===== src/rtl/fifo_arb_pkg.sv =====
// Shared state type and width helper for the FIFO write-port arbiter.
package fifo_arb_pkg;

  typedef enum logic {ARB_IDLE = 1'b0, ARB_BURST = 1'b1} arb_state_t;

  // Index width that stays at least one bit wide, even for a range of one value.
  function automatic int idx_w(input int n);
    return (n > 1) ? $clog2(n) : 1;
  endfunction

endpackage


===== src/rtl/rr_priority_pick.sv =====
// Round-robin pick: first set request strictly after `last_i`, wrapping modulo NUM_REQ.
module rr_priority_pick #(
  parameter int NUM_REQ = 4,
  parameter int IDX_W   = 2
) (
  input  logic [NUM_REQ-1:0] req_i,
  input  logic [IDX_W-1:0]   last_i,
  output logic [IDX_W-1:0]   pick_o,
  output logic               any_req_o
);

  always_comb begin
    logic found;
    int   idx;
    pick_o = '0;
    found  = 1'b0;
    idx    = 0;
    // Offset starts at 1 so the previous owner is scanned last.
    for (int k = 1; k <= NUM_REQ; k++) begin
      idx = (int'(last_i) + k) % NUM_REQ;
      if (!found && req_i[IDX_W'(idx)]) begin
        pick_o = IDX_W'(idx);
        found  = 1'b1;
      end
    end
  end

  assign any_req_o = |req_i;

endmodule


===== src/rtl/fifo_wr_arbiter.sv =====
// Round-robin, burst-bounded sharing of one synchronous-FIFO write port among NUM_REQ producers.
module fifo_wr_arbiter
  import fifo_arb_pkg::*;
#(
  parameter int NUM_REQ    = 4,
  parameter int DATA_WIDTH = 8,
  parameter int MAX_BURST  = 4
) (
  input  logic                          clk,
  input  logic                          rst,
  input  logic [NUM_REQ-1:0]            req,
  input  logic [NUM_REQ*DATA_WIDTH-1:0] req_data,
  output logic [NUM_REQ-1:0]            gnt,
  input  logic                          fifo_full,
  output logic                          fifo_w_en,
  output logic [DATA_WIDTH-1:0]         fifo_data_in,
  output logic                          busy,
  output logic [$clog2(NUM_REQ)-1:0]    owner
);

  localparam int OW = $clog2(NUM_REQ);
  localparam int CW = idx_w(MAX_BURST);
  localparam logic [CW-1:0] CNT_LAST = CW'(MAX_BURST - 1);

  arb_state_t      state_q, state_d;
  logic [OW-1:0]   owner_q, owner_d;
  logic [OW-1:0]   last_q, last_d;
  logic [CW-1:0]   cnt_q, cnt_d;
  logic [OW-1:0]   pick;
  logic            any_req;
  logic            owner_req;
  logic [DATA_WIDTH-1:0] owner_data;

  rr_priority_pick #(
    .NUM_REQ (NUM_REQ),
    .IDX_W   (OW)
  ) u_pick (
    .req_i     (req),
    .last_i    (last_q),
    .pick_o    (pick),
    .any_req_o (any_req)
  );

  always_comb begin
    owner_data = '0;
    for (int i = 0; i < NUM_REQ; i++) begin
      if (owner_q == OW'(i)) owner_data = req_data[i*DATA_WIDTH +: DATA_WIDTH];
    end
  end

  assign owner_req    = req[owner_q];
  assign fifo_w_en    = !rst && (state_q == ARB_BURST) && owner_req && !fifo_full;
  assign fifo_data_in = fifo_w_en ? owner_data : '0;
  assign busy         = (state_q == ARB_BURST);
  assign owner        = owner_q;

  always_comb begin
    gnt          = '0;
    gnt[owner_q] = fifo_w_en;
  end

  always_comb begin
    state_d = state_q;
    owner_d = owner_q;
    last_d  = last_q;
    cnt_d   = cnt_q;
    unique case (state_q)
      ARB_IDLE: begin
        if (any_req) begin
          owner_d = pick;
          cnt_d   = '0;
          state_d = ARB_BURST;
        end
      end
      ARB_BURST: begin
        // A full FIFO only stalls; the burst ends on owner drop or word budget.
        if (!owner_req) begin
          state_d = ARB_IDLE;
          last_d  = owner_q;
        end else if (!fifo_full) begin
          if (cnt_q == CNT_LAST) begin
            state_d = ARB_IDLE;
            last_d  = owner_q;
          end else begin
            cnt_d = cnt_q + CW'(1);
          end
        end
      end
      default: state_d = ARB_IDLE;
    endcase
  end

  always_ff @(posedge clk) begin
    if (rst) begin
      state_q <= ARB_IDLE;
      owner_q <= '0;
      last_q  <= OW'(NUM_REQ - 1);
      cnt_q   <= '0;
    end else begin
      state_q <= state_d;
      owner_q <= owner_d;
      last_q  <= last_d;
      cnt_q   <= cnt_d;
    end
  end

endmodule


===== config.mk =====
export PLATFORM = sky130hd
export DESIGN_NAME = fifo_wr_arbiter
export DESIGN_NICKNAME = d
export VERILOG_FILES = /design/src/rtl/fifo_arb_pkg.sv /design/src/rtl/rr_priority_pick.sv /design/src/rtl/fifo_wr_arbiter.sv
export SDC_FILE = /design/constraint.sdc
export NUM_CORES = 1
export LEC_CHECK = 0
export BUFFER_PORTS_ARGS = -buffer_cell sky130_fd_sc_hd__buf_4
export CAP_MARGIN = 20
export CORE_MARGIN = 2
export CORE_UTILIZATION = 41
export DETAILED_ROUTE_END_ITERATION = 8
export GPL_TIMING_DRIVEN = 0
export PLACE_DENSITY = 0.85
export SKIP_CTS_REPAIR_TIMING = 1
export SLEW_MARGIN = 0
export SYNTH_ARGS = -nofsm -noshare
export SYNTH_HDL_FRONTEND = slang
export SYNTH_SLANG_ARGS = --single-unit

===== constraint.sdc =====
create_clock -name clk -period 1.9 [get_ports clk]
set_input_delay 0 -clock clk [delete_from_list [all_inputs] [get_ports clk]]
set_output_delay 0 -clock clk [all_outputs]
set_load 0.05 [all_outputs]

==> qor.txt, run 1 <==
Crit path time final - 1.80 ns
Compound-gate portion of the synthesized area - 8.17%
Clock Tree Root - clkbuf_4
PD cells - 517 nW/µm²
DRC - 0
Synth cell count leaders - nor2_1, and3_1, dfxtp_1
Reg2Reg Depth - 5
# IOs - 55
Main combinational cell family by area after synthesis - multiplexers
Unrepaired setup endpoints after global routing - false
WL/cell - 15.4 µm
Starting Density - 43.0%
Diode count - 0
Worst relative slew slack - 73.1%
Clock tree buffer depth - 2
Vert. Die Dim - 48.9 µm
Switching pwr - 250 µW
Final period utilization - 94.9%
Core Rows - 16
Critical Path Start Type - flop
Worst Tran Pin Value - 0.403 ns
Later-pin clock latency in the skew report - 0.25 ns
Synth cell types - 34
DR pass1 iterations - 4
Total CTS buffers - 3
Vias in the first global route - 887
Post-synthesis mux area share - 34.9%
Reg2reg setup slack - 0.24 ns
Buffers on Ports - 52
Setup Skew - 0.000483 ns
Syn Nets - 126
RePlAce Congestion - 0.740
Pin count of the biggest net entering global routing - 11
First-pass GRT wire length - 4.17 mm
Share of the synthesized area in the top cell type - 16.9%
Post-Route WL - 2.60 mm
Initial antenna violation count - 0
Die X - 48.9 µm
Internal - 428 µW
Hpwl dp - 2.14 mm
Die area - 2390 µm²
Hold Violations, Final - 0
ANT nets after route - 0
Nets - 183
Synthesized area - 827 µm²
Total track usage - 22.1%
Fin. max-slew vios - 0
Reg power frac - 26.0%
Vias per inst - 5.47
Fmax - 0.555 GHz
Reg2reg start - owner[0]
CP Capture Type - output port
Peak supply drop - 0.493 mV
Post-synthesis async set-or-reset flop share - 0%
Yosys warnings - 0
Max-Cap Viols - 0
# H-tree levels - 1
CTS Sinks - 7
CP Class - reg -> out
Total gr overflow - 0
Hold Slack - 0.118 ns
DR vias - 925
Worst min-delay path category - in -> reg
Logic pwr share - 54.4%
Setup-failing EPs final - 0
Reg2reg end - cnt_q[0]
Critical Path Sink - fifo_data_in[3]
Status - completed
Final total power - 678 µW
Max Fanout on Critical Path - 10
Register area share after synthesis - 16.9%
Synth Instances - 86
Adder-cell share of the synthesized area - 1.51%
Switching Fraction - 36.8%
Area Growth Syn to Fin - 58.5%
WP data arrival - 1.80 ns
Top-count cell post-synth - nor2_1
Leakage power - 0.000657 µW
CP required - 1.90 ns
CTS clk-pin slew, worst paths - 0.05 ns
Leading area contributor after synthesis - dfxtp_1
Average cell area after synthesis - 9.62 µm²
DRT iter0 DRCs - 13
Post-Synth XOR/XNOR Area - 0%
Fillers - 160
Layout cells sized above 1 - 56.3%
Largest cells by area after synthesis - dfxtp_1, mux4_2, mux4_1, mux2i_1, and3_1
CTS tree - built
Post-Synth Simple-Gate Area - 31.5%
Final worst slack - 0.0974 ns
Post-synth EDFFs - 0
Ys flop type - dfxtp_1
Core Area - 1920 µm²
Worst Setup SP - owner[0]
Setup WS pre-CTS - 0.184 ns
Clock power share - 19.6%
FF+latch count, synth - 7
## power by group through the flow
stage / clock network [µW] / registers [µW] / logic [µW]
finish: 133 / 176 / 369
global placement: 0 / 179 / 351
floorplan: 0 / 205 / 219
global route: 145 / 178 / 395
detailed placement: 0 / 179 / 364
CTS: 134 / 176 / 363
## state kept, by name (all words and copies together), names as in the netlist
register  count
busy          1
cnt_q         2
last_q        2
owner         2
## worst max-delay path, stage by stage (launching register included)
cell	delay, ns
dfxtp_2	0.33
buf_6	0.15
buf_6	0.17
mux4_2	0.49
and3_2	0.22
buf_4	0.18
## area by class of cell
type                       instances  area (µm²)  area share [%]
tap                               27        33.8            2.58
clock buffer                       4        26.3            2.00
buffer                             9        53.8            4.10
timing repair buffer              52         390            29.8
multi-input combinational         67         654            49.9
inverter                           3        11.3           0.859
sequential                         7         141            10.8
## layer usage
layer,global-route usage (%),vias to the layer above,wire length [µm]
met3,4.91,4,161
met4,4.29,0,30
met1,27.6,432,1110
li1,-,444,-
met5,0,-,0
met2,39.0,45,1290
## metrics by stage
step / instances / TNS [ns] / area [µm²] / utilization, %
3_5_place_dp: 165 / 0 / 1270 / 66.2
5_1_grt: 169 / 0 / 1310 / 68.2
2_1_floorplan: 86 / 0 / 848 / -
6_report: 169 / 0 / 1310 / 68.2
4_1_cts: 169 / -0.278 / 1300 / 67.6
3_3_place_gp: 165 / 0 / 1270 / 66.2
## cell families after synthesis
kind of cell,after synthesis
AO/OA/AOI/OAI,10
AND/OR/NAND/NOR,40
buffers and inverters,12
adder cells (fa/ha/maj),1
flip-flops,7
multiplexers,16
## worst min path at each step
stage          slack (ns)  cells after the start       end       from
2_1_floorplan        0.20                      1    gnt[0]     req[0]
3_3_place_gp         0.34                      4  cnt_q[1]  fifo_full
3_5_place_dp         0.36                      4  cnt_q[1]  fifo_full
4_1_cts              0.11                      4  cnt_q[1]  fifo_full
5_1_grt              0.12                      4  cnt_q[1]  fifo_full
6_report             0.12                      4  cnt_q[1]  fifo_full
## layout by cell type, fill, tap and decap left out, types with 2 or more instances in the layout
cell | netlist | routed
nor2_1 | 9 | 9
buf_2 | 4 | 4
nor2b_1 | 2 | 2
clkbuf_4 | 0 | 3
mux2i_1 | 6 | 6
a21o_1 | 2 | 2
mux4_2 | 6 | 6
nor3b_2 | 2 | 3
o22ai_1 | 2 | 2
nand2_1 | 3 | 3
nor3b_1 | 4 | 3
nor3_1 | 2 | 2
mux4_1 | 3 | 3
and3_1 | 8 | 4
o21ai_0 | 2 | 2
and3_2 | 0 | 4
clkbuf_1 | 3 | 4
dfxtp_1 | 7 | 6
buf_6 | 1 | 2
buf_4 | 0 | 52
inv_1 | 3 | 3
and4b_1 | 2 | 2
(Power assumes the default switching activity.)
==> run 2: changes to the inputs <==
--- a/config.mk
+++ b/config.mk
@@ -10,6 +10,7 @@
 export CORE_MARGIN = 2
-export CORE_UTILIZATION = 41
+export CORE_UTILIZATION = 43
+export CTS_BUF_LIST = sky130_fd_sc_hd__clkbuf_4
 export DETAILED_ROUTE_END_ITERATION = 8
 export GPL_TIMING_DRIVEN = 0
-export PLACE_DENSITY = 0.85
+export PLACE_DENSITY = 0.88
 export SKIP_CTS_REPAIR_TIMING = 1
==> constraint.sdc (replaced) <==
create_clock -name clk -period 1.9 [get_ports clk]
set_input_delay 0.285 -clock clk [delete_from_list [all_inputs] [get_ports clk]]
set_output_delay 0.285 -clock clk [all_outputs]
set_load 0.05 [all_outputs]
==> qor.txt, run 2 (synthesized netlist as in run 1, its figures left out) <==
Status - finished, violations left (was completed)
Failing checks - setup timing
RePlAce Congestion - 0.762 (was 0.740)
Total CTS buffers - 3 (unchanged)
Final worst slack - -0.133 ns (was 0.0974 ns)
Critical Path Start Type - flop (unchanged)
Inst Count DP - 163 (was 165)
Worst relative slew slack - 73.4% (was 73.1%)
CTS tree - built (unchanged)
Die area - 2290 µm² (was 2390 µm²)
Crit path time final - 2.03 ns (was 1.80 ns)
Final period utilization - 107% (was 94.9%)
Unrepaired setup endpoints after global routing - true (was false)
WP data arrival - 1.75 ns (was 1.80 ns)
Later-pin clock latency in the skew report - 0.27 ns (was 0.25 ns)
DRC - 0 (unchanged)
Cell Area, Placed - 1280 µm² (was 1270 µm²)
Commonest non-fill, non-tap cells in the layout - buf_4, buf_6, nor2_1 (was buf_4, nor2_1, mux4_2, mux2i_1, dfxtp_1)
CTS Sinks - 7 (unchanged)
DRT iter0 DRCs - 36 (was 13)
Clock Tree Root - clkbuf_4 (unchanged)
Max incr delay on CP - 0.60 ns (was 0.49 ns)
Pin count of the biggest net entering global routing - 11 (unchanged)
Setup-failing EPs final - 9 (was 0)
Non-filler instance count after layout - 179 (was 169)
DR vias - 1073 (was 925)
Critical-path top delay cell - mux4_1 (was mux4_2)
Hold EP - cnt_q[1] (unchanged)
Setup WS pre-CTS - 0.0187 ns (was 0.184 ns)
Max Fanout on Critical Path - 6 (was 10)
Worst min-delay path category - in -> reg (unchanged)
Hpwl dp - 2.20 mm (was 2.14 mm)
Vias per inst - 5.99 (was 5.47)
Leakage power - 0.000722 µW (was 0.000657 µW)
Starting Density - 46.9% (was 43.0%)
Initial antenna violation count - 0 (unchanged)
Core Area - 1760 µm² (was 1920 µm²)
Reg2reg end - cnt_q[0] (unchanged)
Area Growth Syn to Fin - 83.4% (was 58.5%)
CP Capture Type - output port (unchanged)
CTS clk-pin slew, worst paths - 0.06 ns (was 0.05 ns)
PD cells - 543 nW/µm² (was 517 nW/µm²)
ANT nets after route - 0 (unchanged)
# IOs - 55 (unchanged)
Hold Crit Start - fifo_full (unchanged)
Layout cells sized above 1 - 67.5% (was 56.3%)
Buffers on Ports - 52 (unchanged)
Fin. max-slew vios - 0 (unchanged)
Fmax - 0.492 GHz (was 0.555 GHz)
Reg2reg setup slack - 0.13 ns (was 0.24 ns)
Reg2reg start - owner[0] (unchanged)
Vias in the first global route - 874 (was 887)
Peak supply drop - 0.533 mV (was 0.493 mV)
Fin area - 1520 µm² (was 1310 µm²)
Vert. Die Dim - 47.9 µm (was 48.9 µm)
Diode count - 0 (unchanged)
Setup Skew - 0.00180 ns (was 0.000483 ns)
Nets - 195 (was 183)
Core Rows - 15 (was 16)
Max-Cap Viols - 0 (unchanged)
CP Class - reg -> out (unchanged)
Most common library cell in the layout ignoring fill and taps - buf_4 (unchanged)
First-pass GRT wire length - 3.86 mm (was 4.17 mm)
Cells along the critical path - buf_4 -> mux4_1 -> and3_4 -> buf_6 (was buf_6 -> buf_6 -> mux4_2 -> and3_2 -> buf_4)
Die X - 47.9 µm (was 48.9 µm)
Hold Violations, Final - 0 (unchanged)
Total track usage - 25.1% (was 22.1%)
CP required - 1.62 ns (was 1.90 ns)
Hold path cells - 4 (unchanged)
Clock tree buffer depth - 2 (unchanged)
Worst Tran Pin Value - 0.399 ns (was 0.403 ns)
Total gr overflow - 0 (unchanged)
DR pass1 iterations - 4 (unchanged)
WL/cell - 22.1 µm (was 15.4 µm)
Post-Route WL - 3.96 mm (was 2.60 mm)
# H-tree levels - 1 (unchanged)
Reg2Reg Depth - 6 (was 5)
[run 2: power by group]
part	switching, µW	internal, µW
combinational	232	247
clock	65.5	95.1
sequential	18.5	164
[run 2: critical path, delay by kind of cell, from the launching register on]
| family | cells | cell delay, ns |
|---|---|---|
| multiplexers | 1 | 0.60 |
| flip-flops | 1 | 0.39 |
| buffers and inverters | 2 | 0.28 |
| AND/OR/NAND/NOR | 1 | 0.22 |
[run 2: area by class of cell]
| type | instances | area, µm² |
|---|---|---|
| multi-input cells | 68 | 718 |
| repair buffers | 64 | 518 |
| fillers | 83 | 248 |
| flip-flops and latches | 7 | 146 |
| plain buffers | 8 | 61.3 |
| well taps | 25 | 31.3 |
| clock buffers | 4 | 30.0 |
| inverters | 3 | 11.3 |
[run 2: worst max-delay path by stage]
stage                  start         endpoint  cells past startpoint
floorplan           owner[0]  fifo_data_in[1]                      4
global placement    owner[0]  fifo_data_in[3]                      5
detailed placement  owner[0]  fifo_data_in[3]                      5
CTS                 owner[0]  fifo_data_in[3]                      5
global route        owner[0]  fifo_data_in[6]                      4
finish              owner[0]  fifo_data_in[6]                      4
[run 2: per-stage QoR]
step | setup TNS [ns] | hold WS, ns | total power (µW) | util [%]
floorplan | 0 | 0.502 | 428 | -
global route | -0.846 | 0.414 | 849 | 86.0
finish | -0.625 | 0.393 | 823 | 86.0
detailed placement | 0 | 0.554 | 550 | 72.8
CTS | -2.03 | 0.363 | 710 | 74.5
global placement | 0 | 0.523 | 533 | 72.8
[run 2: routing by layer]
metal  wire length [µm]  track usage (%)
met5                  0                0
met4                161             19.5
met3                446             6.79
met2               1920             46.4
met1               1440             22.7
==> run 3: changes to the inputs <==
Settings changed: CORE_UTILIZATION 43 to 39, PLACE_DENSITY 0.88 to 0.84.
Clock period 1.9 ns to 1.8 ns, I/O delays scaled along.
==> qor.txt, run 3 (synthesized netlist as in run 1, its figures left out) <==
Worst min-delay path category - in -> reg (unchanged)
Hold path cells - 4 (unchanged)
Nets - 192 (was 195)
WL/cell - 19.2 µm (was 22.1 µm)
# IOs - 55 (unchanged)
Total track usage - 19.9% (was 25.1%)
Clock Tree Root - clkbuf_4 (unchanged)
Hpwl dp - 2.01 mm (was 2.20 mm)
Reg2reg setup slack - 0.08 ns (was 0.13 ns)
Non-filler instance count after layout - 178 (was 179)
Worst Tran Pin Value - 0.453 ns (was 0.399 ns)
Crit path time final - 1.96 ns
Total gr overflow - 0 (unchanged)
ANT nets after route - 0 (unchanged)
CTS tree - built (unchanged)
Leakage power - 0.000713 µW (was 0.000722 µW)
Max incr delay on CP - 0.50 ns (was 0.60 ns)
Max-Cap Viols - 0 (unchanged)
Core Area - 1980 µm² (was 1760 µm²)
Unrepaired setup endpoints after global routing - true (unchanged)
Final worst slack - -0.157 ns (was -0.133 ns)
Vert. Die Dim - 50.1 µm (was 47.9 µm)
Buffers on Ports - 52 (unchanged)
Status - finished, violations left (unchanged)
Setup-failing EPs final - 10 (was 9)
Peak supply drop - 0.504 mV (was 0.533 mV)
# H-tree levels - 1 (unchanged)
PD cells - 561 nW/µm² (was 543 nW/µm²)
Hold Violations, Final - 0 (unchanged)
RePlAce Congestion - 0.770 (was 0.762)
DR vias - 1053 (was 1073)
Cells along the critical path - buf_12 -> mux4_2 -> and3_4 -> buf_6 (was buf_4 -> mux4_1 -> and3_4 -> buf_6)
Multi-input logic area - 711 µm² (was 718 µm²)
Pin count of the biggest net entering global routing - 11 (unchanged)
Fmax - 0.511 GHz
Inst Count DP - 165 (was 163)
Max Fanout on Critical Path - 8 (was 6)
Diode count - 0 (unchanged)
Hold Crit Start - fifo_full (unchanged)
WP data arrival - 1.69 ns (was 1.75 ns)
First-pass GRT wire length - 3.79 mm (was 3.86 mm)
Worst path bufs/invs - 2 (unchanged)
Setup TNS - -1.23 ns (was -0.625 ns)
Util after Layout - 77.5% (was 86.0%)
Initial antenna violation count - 0 (unchanged)
CTS clk-pin slew, worst paths - 0.06 ns (about the same)
Most common library cell in the layout ignoring fill and taps - buf_4 (unchanged)
CP Capture Type - output port (unchanged)
Fin area - 1540 µm² (was 1520 µm²)
Worst relative slew slack - 69.8% (was 73.4%)
Fillers - 115 (was 83)
DRT iter0 DRCs - 16 (was 36)
Storage cell area - 146 µm² (unchanged)
Total CTS buffers - 3 (unchanged)
DR pass1 iterations - 4 (unchanged)
Reg2reg end - cnt_q[0] (unchanged)
Setup WS pre-CTS - -0.0395 ns (was 0.0187 ns)
Critical Path Start Type - flop (unchanged)
Layout cells sized above 1 - 66.9% (was 67.5%)
Setup Skew - 0.0127 ns (was 0.00180 ns)
Commonest non-fill, non-tap cells in the layout - buf_4, buf_6, mux4_2 (was buf_4, buf_6, nor2_1)
Critical-path top delay cell - mux4_2 (was mux4_1)
Reg2Reg Depth - 5 (was 6)
Later-pin clock latency in the skew report - 0.28 ns (was 0.27 ns)
Die X - 50.1 µm (was 47.9 µm)
CP Class - reg -> out (unchanged)
Hold EP - cnt_q[1] (unchanged)
Cell Area, Placed - 1310 µm² (was 1280 µm²)
DRC - 0 (unchanged)
Clock tree buffer depth - 2 (unchanged)
Reg2reg start - owner[0] (unchanged)
Starting Density - 41.7% (was 46.9%)
Failing checks - setup timing (unchanged)
CTS Sinks - 7 (unchanged)
Core Rows - 16 (was 15)
Post-Route WL - 3.41 mm (was 3.96 mm)
Final period utilization - 109%
Crit path max-delay family - multiplexers (unchanged)
Fin. max-slew vios - 0 (unchanged)
CP required - 1.53 ns (was 1.62 ns)
Area Growth Syn to Fin - 85.8% (was 83.4%)
Vias per inst - 5.92 (was 5.99)
Vias in the first global route - 901 (was 874)
Die area - 2510 µm² (was 2290 µm²)
run 3: worst register-to-register path: stages, from the launching register on:
cell     delay [ns]
dfxtp_4        0.43
mux4_2         0.61
buf_4          0.18
nand2_4        0.06
mux2_4         0.30
nor2_2         0.07
run 3: worst max-delay path by stage:
stage | slack [ns] | end | cells past startpoint | start
2_1_floorplan | 0.01 | fifo_data_in[1] | 4 | owner[0]
3_3_place_gp | -0.05 | gnt[2] | 5 | fifo_full
3_5_place_dp | -0.04 | fifo_data_in[2] | 5 | owner[0]
4_1_cts | -0.33 | fifo_data_in[2] | 5 | owner[0]
5_1_grt | -0.19 | fifo_data_in[3] | 4 | owner[0]
6_report | -0.16 | fifo_data_in[4] | 4 | owner[0]
run 3: per-layer routing:
| metal | global-route usage (%) | up-vias | wire (µm) |
|---|---|---|---|
| met4 | 8.33 | 0 | 110 |
| met2 | 38.4 | 60 | 1680 |
| li1 | - | 462 | - |
| met3 | 4.24 | 11 | 266 |
| met5 | 0 | - | 0 |
| met1 | 20.0 | 520 | 1350 |
run 3: cell type report:
type	instances	area share [%]
sequential	7	9.53
clock buffer	4	1.95
buffer	8	4.23
inverter	3	0.733
tap	27	2.20
timing repair buffer	61	35.1
multi-input combinational	68	46.3
run 3: report_power, final:
| part | switching (µW) | internal [µW] |
|---|---|---|
| logic | 228 | 265 |
| registers | 23.0 | 174 |
| clock network | 72.3 | 101 |
run 3: stage by stage:
| stage | total power, µW | hold slack (ns) |
|---|---|---|
| after global placement | 569 | 0.522 |
| after floorplan | 457 | 0.487 |
| after CTS | 752 | 0.349 |
| after detailed placement | 581 | 0.539 |
| final | 863 | 0.380 |
| after global routing | 895 | 0.399 |
